`config.mk`:
```
export PLATFORM = sky130hd
export DESIGN_NAME = sys_bridge_n
export DESIGN_NICKNAME = d
export VERILOG_FILES = /design/src/rtl/sys_bridge_n_pkg.sv /design/src/rtl/sys_bridge_decode.sv /design/src/rtl/sys_bridge_n.sv
export SDC_FILE = /design/constraint.sdc
export NUM_CORES = 1
export LEC_CHECK = 0
export CELL_PAD_IN_SITES_DETAIL_PLACEMENT = 0
export CELL_PAD_IN_SITES_GLOBAL_PLACEMENT = 2
export CORE_MARGIN = 2
export CORE_UTILIZATION = 20
export CTS_CLUSTER_SIZE = 24
export DETAILED_ROUTE_END_ITERATION = 6
export MAX_ROUTING_LAYER = met4
export PLACE_DENSITY_LB_ADDON = 0.15
export SETUP_SLACK_MARGIN = 0.4
export SLEW_MARGIN = 20
export SYNTH_ARGS = -nofsm -noshare
export SYNTH_HDL_FRONTEND = slang
export SYNTH_SLANG_ARGS = --single-unit
```
`constraint.sdc`:
```
create_clock -name PClk -period 4.2 [get_ports PClk]
set_clock_uncertainty 0.15 [all_clocks]
set_input_delay 0.84 -clock PClk [delete_from_list [all_inputs] [get_ports PClk]]
set_output_delay 0.84 -clock PClk [all_outputs]
set_load 0.01 [all_outputs]
```
`src/rtl/sys_bridge_n_pkg.sv`:
```
// Shared definitions for the Pr*-bus to device bridge: access codes, FSM
// states, the default IM/DM/timer/UART address windows and a byte-lane helper.
package sys_bridge_n_pkg;

    localparam logic RW_R = 1'b0;
    localparam logic RW_W = 1'b1;

    typedef enum logic [1:0] {
        IDLE   = 2'd0,
        ACCESS = 2'd1,
        RESP   = 2'd2
    } state_t;

    localparam logic [31:0] DM_BASE   = 32'h9000_0000;
    localparam logic [31:0] DM_MASK   = 32'hFFFF_0000;
    localparam logic [31:0] IM_BASE   = 32'hBFC0_0000;
    localparam logic [31:0] IM_MASK   = 32'hFFFF_C000;
    localparam logic [31:0] TMR_BASE  = 32'h0000_7F00;
    localparam logic [31:0] TMR_MASK  = 32'hFFFF_FFF0;
    localparam logic [31:0] UART_BASE = 32'h0000_7F10;
    localparam logic [31:0] UART_MASK = 32'hFFFF_FFF0;

    // Channel 0 occupies the most significant word of the packed tables.
    localparam logic [127:0] DEFAULT_BASE = {DM_BASE, IM_BASE, TMR_BASE, UART_BASE};
    localparam logic [127:0] DEFAULT_MASK = {DM_MASK, IM_MASK, TMR_MASK, UART_MASK};

    function automatic logic [31:0] be_to_mask(input logic [3:0] be);
        logic [31:0] mask;
        for (int i = 0; i < 4; i++) begin
            mask[8*i +: 8] = {8{be[i]}};
        end
        return mask;
    endfunction

endpackage

```
`src/rtl/sys_bridge_decode.sv`:
```
// Address decoder: matches a byte address against NUM_DEV base/mask windows
// and returns a one-hot select (lowest matching channel) plus a hit flag.
module sys_bridge_decode
    import sys_bridge_n_pkg::*;
#(
    parameter int                    NUM_DEV  = 4,
    parameter logic [32*NUM_DEV-1:0] DEV_BASE = DEFAULT_BASE,
    parameter logic [32*NUM_DEV-1:0] DEV_MASK = DEFAULT_MASK
) (
    input  logic [31:0]        addr,
    output logic [NUM_DEV-1:0] sel,
    output logic               hit
);

    logic found;

    always_comb begin
        sel   = '0;
        found = 1'b0;
        for (int i = 0; i < NUM_DEV; i++) begin
            if (!found &&
                ((addr & DEV_MASK[32*(NUM_DEV-1-i) +: 32]) == DEV_BASE[32*(NUM_DEV-1-i) +: 32])) begin
                sel[i] = 1'b1;
                found  = 1'b1;
            end
        end
        hit = found;
    end

endmodule

```
`src/rtl/sys_bridge_n.sv`:
```
// Processor-to-device bridge: decodes a Pr* request onto one of NUM_DEV
// strobe/ack channels, one transaction at a time, with timeout and error return.
module sys_bridge_n
    import sys_bridge_n_pkg::*;
#(
    parameter int                    NUM_DEV  = 4,
    parameter int                    DEV_AW   = 13,
    parameter logic [32*NUM_DEV-1:0] DEV_BASE = DEFAULT_BASE,
    parameter logic [32*NUM_DEV-1:0] DEV_MASK = DEFAULT_MASK,
    parameter int                    TIMEOUT  = 15
) (
    input  logic                    PClk,
    input  logic                    Reset,
    input  logic [29:0]             PrA,
    input  logic [3:0]              PrBE,
    input  logic [31:0]             PrWData,
    input  logic                    PrReq,
    input  logic                    PrRW,
    output logic [31:0]             PrRData,
    output logic                    PrReady,
    output logic                    PrErr,
    output logic [DEV_AW-1:0]       DEV_ADR,
    output logic [31:0]             DEV_DAT_O,
    output logic [3:0]              DEV_BE,
    output logic                    DEV_WE,
    output logic [NUM_DEV-1:0]      DEV_STB,
    input  logic [NUM_DEV-1:0]      DEV_ACK,
    input  logic [32*NUM_DEV-1:0]   DEV_DAT_I
);

    localparam int CW = (TIMEOUT < 2) ? 1 : $clog2(TIMEOUT + 1);

    state_t              state_q, state_d;
    logic [NUM_DEV-1:0]  stb_q, stb_d;
    logic                we_q, we_d;
    logic [DEV_AW-1:0]   adr_q, adr_d;
    logic [31:0]         dat_o_q, dat_o_d;
    logic [3:0]          be_q, be_d;
    logic [CW-1:0]       cnt_q, cnt_d;
    logic [31:0]         rdata_q, rdata_d;
    logic                ready_q, ready_d;
    logic                err_q, err_d;

    logic [NUM_DEV-1:0]  dec_sel;
    logic                dec_hit;
    logic                ack_hit;
    logic [31:0]         rd_mux;

    sys_bridge_decode #(
        .NUM_DEV  (NUM_DEV),
        .DEV_BASE (DEV_BASE),
        .DEV_MASK (DEV_MASK)
    ) u_decode (
        .addr (({PrA, 2'b00})),
        .sel  (dec_sel),
        .hit  (dec_hit)
    );

    // The strobe is one-hot, so it doubles as the select for ack and read data.
    always_comb begin
        rd_mux  = '0;
        ack_hit = |(DEV_ACK & stb_q);
        for (int i = 0; i < NUM_DEV; i++) begin
            if (stb_q[i]) begin
                rd_mux = rd_mux | DEV_DAT_I[32*i +: 32];
            end
        end
    end

    always_comb begin
        state_d = state_q;
        stb_d   = stb_q;
        we_d    = we_q;
        adr_d   = adr_q;
        dat_o_d = dat_o_q;
        be_d    = be_q;
        cnt_d   = cnt_q;
        rdata_d = rdata_q;
        ready_d = 1'b0;
        err_d   = 1'b0;

        case (state_q)
            IDLE: begin
                if (PrReq) begin
                    adr_d   = PrA[DEV_AW-1:0];
                    dat_o_d = PrWData & be_to_mask(PrBE);
                    be_d    = PrBE;
                    cnt_d   = '0;
                    if (dec_hit) begin
                        stb_d   = dec_sel;
                        we_d    = (PrRW == RW_W);
                        state_d = ACCESS;
                    end else begin
                        rdata_d = '0;
                        ready_d = 1'b1;
                        err_d   = 1'b1;
                        state_d = RESP;
                    end
                end
            end

            ACCESS: begin
                // An acknowledge in the final allowed cycle still beats the timeout.
                if (ack_hit) begin
                    stb_d   = '0;
                    we_d    = 1'b0;
                    ready_d = 1'b1;
                    state_d = RESP;
                    if (we_q == RW_R) begin
                        rdata_d = rd_mux & be_to_mask(be_q);
                    end
                end else if (cnt_q == CW'(TIMEOUT - 1)) begin
                    stb_d   = '0;
                    we_d    = 1'b0;
                    ready_d = 1'b1;
                    err_d   = 1'b1;
                    state_d = RESP;
                    if (we_q == RW_R) begin
                        rdata_d = '0;
                    end
                end else begin
                    cnt_d = cnt_q + 1'b1;
                end
            end

            RESP: begin
                state_d = IDLE;
            end

            default: begin
                stb_d   = '0;
                we_d    = 1'b0;
                state_d = IDLE;
            end
        endcase
    end

    always_ff @(posedge PClk or posedge Reset) begin
        if (Reset) begin
            state_q <= IDLE;
            stb_q   <= '0;
            we_q    <= 1'b0;
            adr_q   <= '0;
            dat_o_q <= '0;
            be_q    <= '0;
            cnt_q   <= '0;
            rdata_q <= '0;
            ready_q <= 1'b0;
            err_q   <= 1'b0;
        end else begin
            state_q <= state_d;
            stb_q   <= stb_d;
            we_q    <= we_d;
            adr_q   <= adr_d;
            dat_o_q <= dat_o_d;
            be_q    <= be_d;
            cnt_q   <= cnt_d;
            rdata_q <= rdata_d;
            ready_q <= ready_d;
            err_q   <= err_d;
        end
    end

    assign PrRData   = rdata_q;
    assign PrReady   = ready_q;
    assign PrErr     = err_q;
    assign DEV_ADR   = adr_q;
    assign DEV_DAT_O = dat_o_q;
    assign DEV_BE    = be_q;
    assign DEV_WE    = we_q;
    assign DEV_STB   = stb_q;

endmodule

```
==> results of run 1 <==
==> final cells by class <==
cell class	count	area, um^2	share of cell area [%]
Multi-Input combinational cell	413	2210	26.6
Timing Repair Buffer	299	2980	35.9
Sequential cell	94	2350	28.4
Tap cell	319	399	4.81
Clock buffer	9	225	2.71
Inverter	2	10.0	0.121
Clock inverter	7	121	1.46
==> registers in the layout (all words and copies together) (netlist names) <==
signal,count
DEV_BE,4
PrReady,1
PrErr,1
DEV_ADR,13
state_q,2
DEV_DAT_O,32
DEV_STB,4
DEV_WE,1
cnt_q,4
PrRData,32
==> metrics by stage <==
| stage | setup WS, ns | std cells | instance area (um^2) | hold WS (ns) | power, mW |
|---|---|---|---|---|---|
| final | 1.21 | 1143 | 8300 | 0.315 | 2.76 |
| after detailed placement | 0.910 | 1127 | 7950 | 0.305 | 1.84 |
| after global routing | 1.11 | 1143 | 8300 | 0.332 | 2.91 |
| after floorplan | 0.761 | 552 | 4720 | 0.356 | 1.37 |
| after CTS | 1.20 | 1143 | 8300 | 0.320 | 2.81 |
| after global placement | 0.965 | 1127 | 7950 | 0.299 | 1.83 |
==> worst reg2reg max path, delay by kind of cell, from the launching register on <==
family | cells | cell delay (ns)
compound gates | 4 | 1.06
flops | 1 | 0.70
simple gates | 1 | 0.44
buf+inv | 1 | 0.32
==> final timing paths <==
kind,slack [ns],start,cells after the start,endpoint
worst min register to register,0.31,DEV_DAT_O[29],2,DEV_DAT_O[29]
min in group asynchronous,0.76,Reset,2,DEV_ADR[7]
worst max-delay path,1.21,PrA[26],7,DEV_STB[2]
max in group asynchronous,2.42,Reset,3,PrRData[13]
worst max register to register,1.45,DEV_STB[0],6,PrRData[20]
worst min-delay path,0.31,DEV_DAT_O[29],2,DEV_DAT_O[29]
==> layer usage <==
layer,share of wire (%),routed length [um],up-vias
li1,-,-,2508
met4,0.91,182,0
met5,0,0,-
met3,7.7,1530,11
met1,43,8670,2395
met2,48,9570,196
==> placed cells by master (no fill, tap or decap), types with 2 or more instances in the layout <==
cell             count
nor2b_1              2
a22oi_1             64
buf_4                9
clkdlybuf4s50_1    289
nand3_1             35
a32o_1               2
clkinv_4             2
a22o_4               2
a21oi_1             65
nand2_1            152
o21ai_1              6
bufinv_16            3
nand4_1              3
dfrtp_1             94
nor2_1               8
a22o_1               4
clkbuf_16            9
a31o_2               3
ha_1                 2
nor4_1               3
nor3_1               3
or3_1                3
o21ai_0             33
o211ai_1             4
nand4b_1             2
==> kinds of logic (layout without fill, tap and decap cells) <==
| group | after synthesis | count (layout) | synth area share (%) |
|---|---|---|---|
| and+or+nand+nor | 224 | 224 | 20.6 |
| adders and majority gates | 2 | 2 | 0.530 |
| xor gates and xnor gates | 1 | 1 | 0.186 |
| DFF | 94 | 94 | 49.9 |
| AOI/OAI and AO/OA | 186 | 186 | 24.9 |
| buffers and inverters | 45 | 317 | 3.92 |
==> power groups by stage <==
stage | clock (mW) | sequential (mW) | combinational [mW]
2_1_floorplan | 0 | 1.06 | 0.315
3_3_place_gp | 0 | 1.08 | 0.750
3_5_place_dp | 0 | 1.08 | 0.753
4_1_cts | 0.989 | 1.07 | 0.756
5_1_grt | 1.02 | 1.08 | 0.813
6_report | 0.954 | 1.06 | 0.742
==> metrics.cfg, run 1 <==
[global_route]
grtUsageTotal_pct = 16.0
grt_pass1_vias = 5311
grt.met3_usage_pct = 3.83
grtUsageMet1_pct = 19.2
antenna_found_initial = 0
grt_pass1_wl_um = 29900
grt_max_degree = 59
top_usage_layer = met2
grt-ovfl-total = 0
grt_use_met2_pct = 26.9

[logic_synthesis]
synth-edff-count = 0
async_flop_share_pct = 100
yosysTopAreaCell = dfrtp_1
synth_nets = 756
syn_avg_cell_area_um2 = 8.55
synth_flop_cell = dfrtp_1
ys_ff_latch = 94
postSynthCellCount = 552
synth_commonest_cells = nand2_1 (153), dfrtp_1 (94), a21oi_1 (66)
ys_types = 38
yosysTopAreaCellShare_pct = 49.9
yosysWarnings = 0
netlist_area_um2 = 4720
ys_top_cells_by_area = dfrtp_1 (50%), nand2_1 (12%), a22oi_1 (10%)
ys_seq_area_share_pct = 49.9
synth.most_common_cell = nand2_1

[floorplan]
core_area_um2 = 23300
initial_utilization_pct = 20.2
dieArea_um2 = 24800
die_y_um = 158
num_rows = 56
io_pins = 290
dieWidth_um = 158

[power_and_ir_drop]
p_clk_share_pct = 34.6
p_per_area_nw_per_um2 = 332
seq_power_share_pct = 38.5
leakage_nw = 3.38
p_sw_share_pct = 28.4
switchingPower_mw = 0.783
vdd_drop_max_mv = 0.165
combinationalPowerShare_pct = 26.9
p_int_mw = 1.98

[layout]
num_antenna_cells = 0
fin_nets = 1023
syn_to_final_growth_pct = 75.8
postLayoutCoreUtil_pct = 35.6
fillCellCount = 2394
drive_above_1_share_pct = 4.61

[clocking]
clkTransAtPathRegs_ns = 0.07
htree_levels = 3
clkLatencyLatePin_ns = 0.34
ctsHoldBuffers = 0
cts-resized-gates = 0
postCtsSetupBuffers = 0
cts_tree = yes
clockRootBuffer = clkbuf_16
numCtsBuffers = 9
cts_num_sinks = 94
clockBufferDepth = 2

[worst_setup_path]
startpoint_type = input port
cpLargestDelayFamily = simple AND/OR/NAND/NOR gates
slowest_stage = clkdlybuf4s50_1
critPathMaxStageDelay_ns = 0.48
cp.required_ns = 4.27
crit_fanout = 19
crit_arrival_ns = 3.05
crit_chain = clkdlybuf4s50_1, nor4bb_1, nand4_1, nor4b_2, nor3_2, buf_4, a311o_1
crit_buf_inv = 2
worstSetupPathType = in -> reg
endpoint_kind = flip-flop

[sta]
fmax_mhz = 335
rsz0062_at_grt = false
finalSetupViolations = 0
fin_setup_tns_ns = 0
maxSlewHeadroom_pct = 28.6
fin_crit_sh_pct = 71.1
min_period_ns = 2.99
hold_viol = 0
drv_slew = 0
worstMarginPinSlew_ns = 1.07

[job]
drv_cap = 0

[route]
routed_wl_um = 20000
drtIter0Drc = 209
drc = 0
dr.pass1.iters = 4
vias = 5110
ant_nets = 0
viasPerCell = 4.47
routedWlPerCell_um = 17.5

[placement]
portBuffers = 289
hpwl_um = 14800
gp_congestion = 0.757

[worst_hold_path]
hold_path.class = reg -> reg

[run_status]
status = finished, final reports clean

No activity file was read; power rests on OpenSTA's default activity.
==> inputs of run 2 (changes only) <==
--- a/config.mk
+++ b/config.mk
@@ -8,7 +8,7 @@
 export CELL_PAD_IN_SITES_DETAIL_PLACEMENT = 0
 export CELL_PAD_IN_SITES_GLOBAL_PLACEMENT = 2
 export CORE_MARGIN = 2
-export CORE_UTILIZATION = 20
+export CORE_UTILIZATION = 18
 export CTS_CLUSTER_SIZE = 24
 export DETAILED_ROUTE_END_ITERATION = 6
 export MAX_ROUTING_LAYER = met4
==> constraint.sdc (replaced) <==
create_clock -name PClk -period 2.56 [get_ports PClk]
set_clock_uncertainty 0.15 [all_clocks]
set_input_delay 0.512 -clock PClk [delete_from_list [all_inputs] [get_ports PClk]]
set_output_delay 0.512 -clock PClk [all_outputs]
set_load 0.01 [all_outputs]
==> metrics.cfg, run 2 (synthesized netlist as in run 1, its figures left out) <==
[worst_setup_path]
crit-reg2reg-launch = DEV_STB[1]
cpLargestDelayFamily = compound AO/OA/AOI/OAI gates
reg2reg_to = DEV_STB[3]
startpoint_type = input port
crit_chain = clkdlybuf4s50_1, a22o_4, or4_4, o21ai_0, a32o_1, a31o_2
cp.required_ns = 2.70  ; -1.57 ns
worstRegToRegCells = 6  ; unchanged
crit_fanout = 5  ; -14
crit_arrival_ns = 2.26  ; -0.79 ns
endpoint_kind = flip-flop
crit_buf_inv = 1  ; -1
slowest_stage = or4_4
rrSetupSlack_ns = 0.48  ; -0.97 ns
worstSetupPathType = in -> reg
critPathMaxStageDelay_ns = 0.55  ; +0.07 ns

[layout]
multiInputGateArea_um2 = 2320  ; +5.0%
final-seq-area_um2 = 2350  ; about the same
fillCellCount = 2633  ; +10%
num_antenna_cells = 0  ; unchanged
drive_above_1_share_pct = 11.1  ; +6.4 points
final_common_cell = clkdlybuf4s50_1
syn_to_final_growth_pct = 86.7
postLayoutCoreUtil_pct = 34.0  ; -1.6 points
post_layout_nonfiller_instances = 1194  ; +4.5%
fin_nets = 1058  ; +3.4%
final_cell_mix = clkdlybuf4s50_1 (268), nand2_1 (151), dfrtp_1 (93)

[power_and_ir_drop]
vdd_drop_max_mv = 0.307  ; +87%
p_per_area_nw_per_um2 = 510  ; +54%
leakage_nw = 3.78  ; +12%
power_mw = 4.50  ; +63%

[sta]
fmax_mhz = 472
hold_slack_ns = 0.225  ; -0.0896 ns
hold_viol = 0  ; unchanged
drv_slew = 0  ; unchanged
maxSlewHeadroom_pct = 62.8  ; +34 points
fin_crit_sh_pct = 82.7
min_period_ns = 2.12
post-route-worst-setup-slack_ns = 0.443  ; -0.771 ns
worstMarginPinSlew_ns = 0.558  ; -0.513 ns
rsz0062_at_grt = false
finalSetupViolations = 0  ; unchanged

[clocking]
clockBufferDepth = 2  ; unchanged
clockRootBuffer = clkbuf_16
ctsHoldBuffers = 0  ; unchanged
clkLatencyLatePin_ns = 0.35  ; about the same
cts_num_sinks = 94  ; unchanged
htree_levels = 3  ; unchanged
clkTransAtPathRegs_ns = 0.07  ; about the same
numCtsBuffers = 9  ; unchanged
cts_tree = yes

[route]
routed_wl_um = 21000  ; +5.2%
drtIter0Drc = 236  ; +13%
dr.pass1.iters = 4  ; unchanged
routedWlPerCell_um = 17.6  ; +0.68%
ant_nets = 0  ; unchanged
vias = 5278  ; +3.3%
drc = 0  ; unchanged
viasPerCell = 4.42  ; -1.1%

[placement]
hpwl_um = 15200  ; +2.9%
portBuffers = 289  ; unchanged
gp_congestion = 0.868  ; +15%
dp_cells = 1163  ; +3.2%
dpl_worst_slack_ns = -0.140  ; -1.05 ns

[floorplan]
dieArea_um2 = 27500  ; +11%
dieWidth_um = 166  ; +5.3%
core_area_um2 = 25900  ; +11%
die_y_um = 166  ; +5.3%
initial_utilization_pct = 18.2  ; -2.0 points
num_rows = 59  ; +5.4%
io_pins = 290  ; unchanged

[global_route]
grt_pass1_vias = 5469  ; +3.0%
grtUsageTotal_pct = 15.1  ; -0.91 points
grt_max_degree = 95  ; +61%
grt_pass1_wl_um = 31800  ; +6.4%
grt-ovfl-total = 0  ; unchanged
antenna_found_initial = 0  ; unchanged

[run_status]
status = finished, final reports clean

[job]
drv_cap = 0  ; unchanged

[worst_hold_path]
hp-start = PrA[6]
min_to = DEV_ADR[6]
holdPathStages = 3  ; +1
hold_path.class = in -> reg

[run 2: cell types whose count changed in the layout (fill, tap and decap cells not counted), moves of 3 or more]
cell / change
buf_12: +5
buf_4: +20
buf_6: +6
clkbuf_2: +3
clkdlybuf4s50_1: -21
dlygate4sd2_1: +3
dlymetal6s2s_1: +15
o21ai_0: -16
o21ai_1: +6
o21ai_2: +10
[run 2: metal layers]
metal | up-vias | global-route usage, % | share of wire (%)
li1 | 2577 | - | -
met1 | 2471 | 18.6 | 44
met2 | 216 | 24.9 | 49
met3 | 14 | 3.57 | 6.3
met4 | 0 | 3.59 | 0.84
met5 | - | - | 0
[run 2: final cells by class]
type | instances | share of cell area [%]
Multi-Input combinational cell | 413 | 26.3
Timing Repair Buffer | 334 | 38.5
Sequential cell | 94 | 26.7
Clock buffer | 12 | 2.91
Inverter | 2 | 0.128
Clock inverter | 4 | 0.625
Tap cell | 335 | 4.76
[run 2: metrics by stage]
step	area (um^2)	setup TNS, ns
after floorplan	4720	0
after global placement	8160	-1.46
after detailed placement	8160	-3.09
after CTS	8650	0
after global routing	8810	0
final	8810	0
[run 2: tightest hold or removal path: cells and delay by family]
kind,cells,cell delay (ns)
AND/OR/NAND/NOR,2,0.09
buffers and inverters,1,0.09
[run 2: repair_timing]
action	in CTS	in global routing
endpoints found under the hold margin	0	0
gates cloned	2	1
setup buffers	5	7
endpoints found under the setup margin	45	40
pin swaps	8	16
resized for setup	27	52
[run 2: how the worst max path moves through the flow]
stage / cells past startpoint / to / from / slack, ns
after global placement: 5 / cnt_q[3] / DEV_ACK[0] / -0.13
after floorplan: 6 / cnt_q[3] / DEV_STB[0] / 0.41
final: 6 / DEV_STB[3] / DEV_ACK[2] / 0.44
after detailed placement: 7 / PrRData[11] / PrA[7] / -0.14
after global routing: 9 / PrRData[28] / PrA[15] / 0.40
after CTS: 8 / PrRData[20] / PrA[27] / 0.38
[run 2: power by group]
group	switching, mW	internal (mW)
Clock	0.627	0.817
Sequential	0.0898	1.60
Combinational	0.614	0.753
Total	1.33	3.17
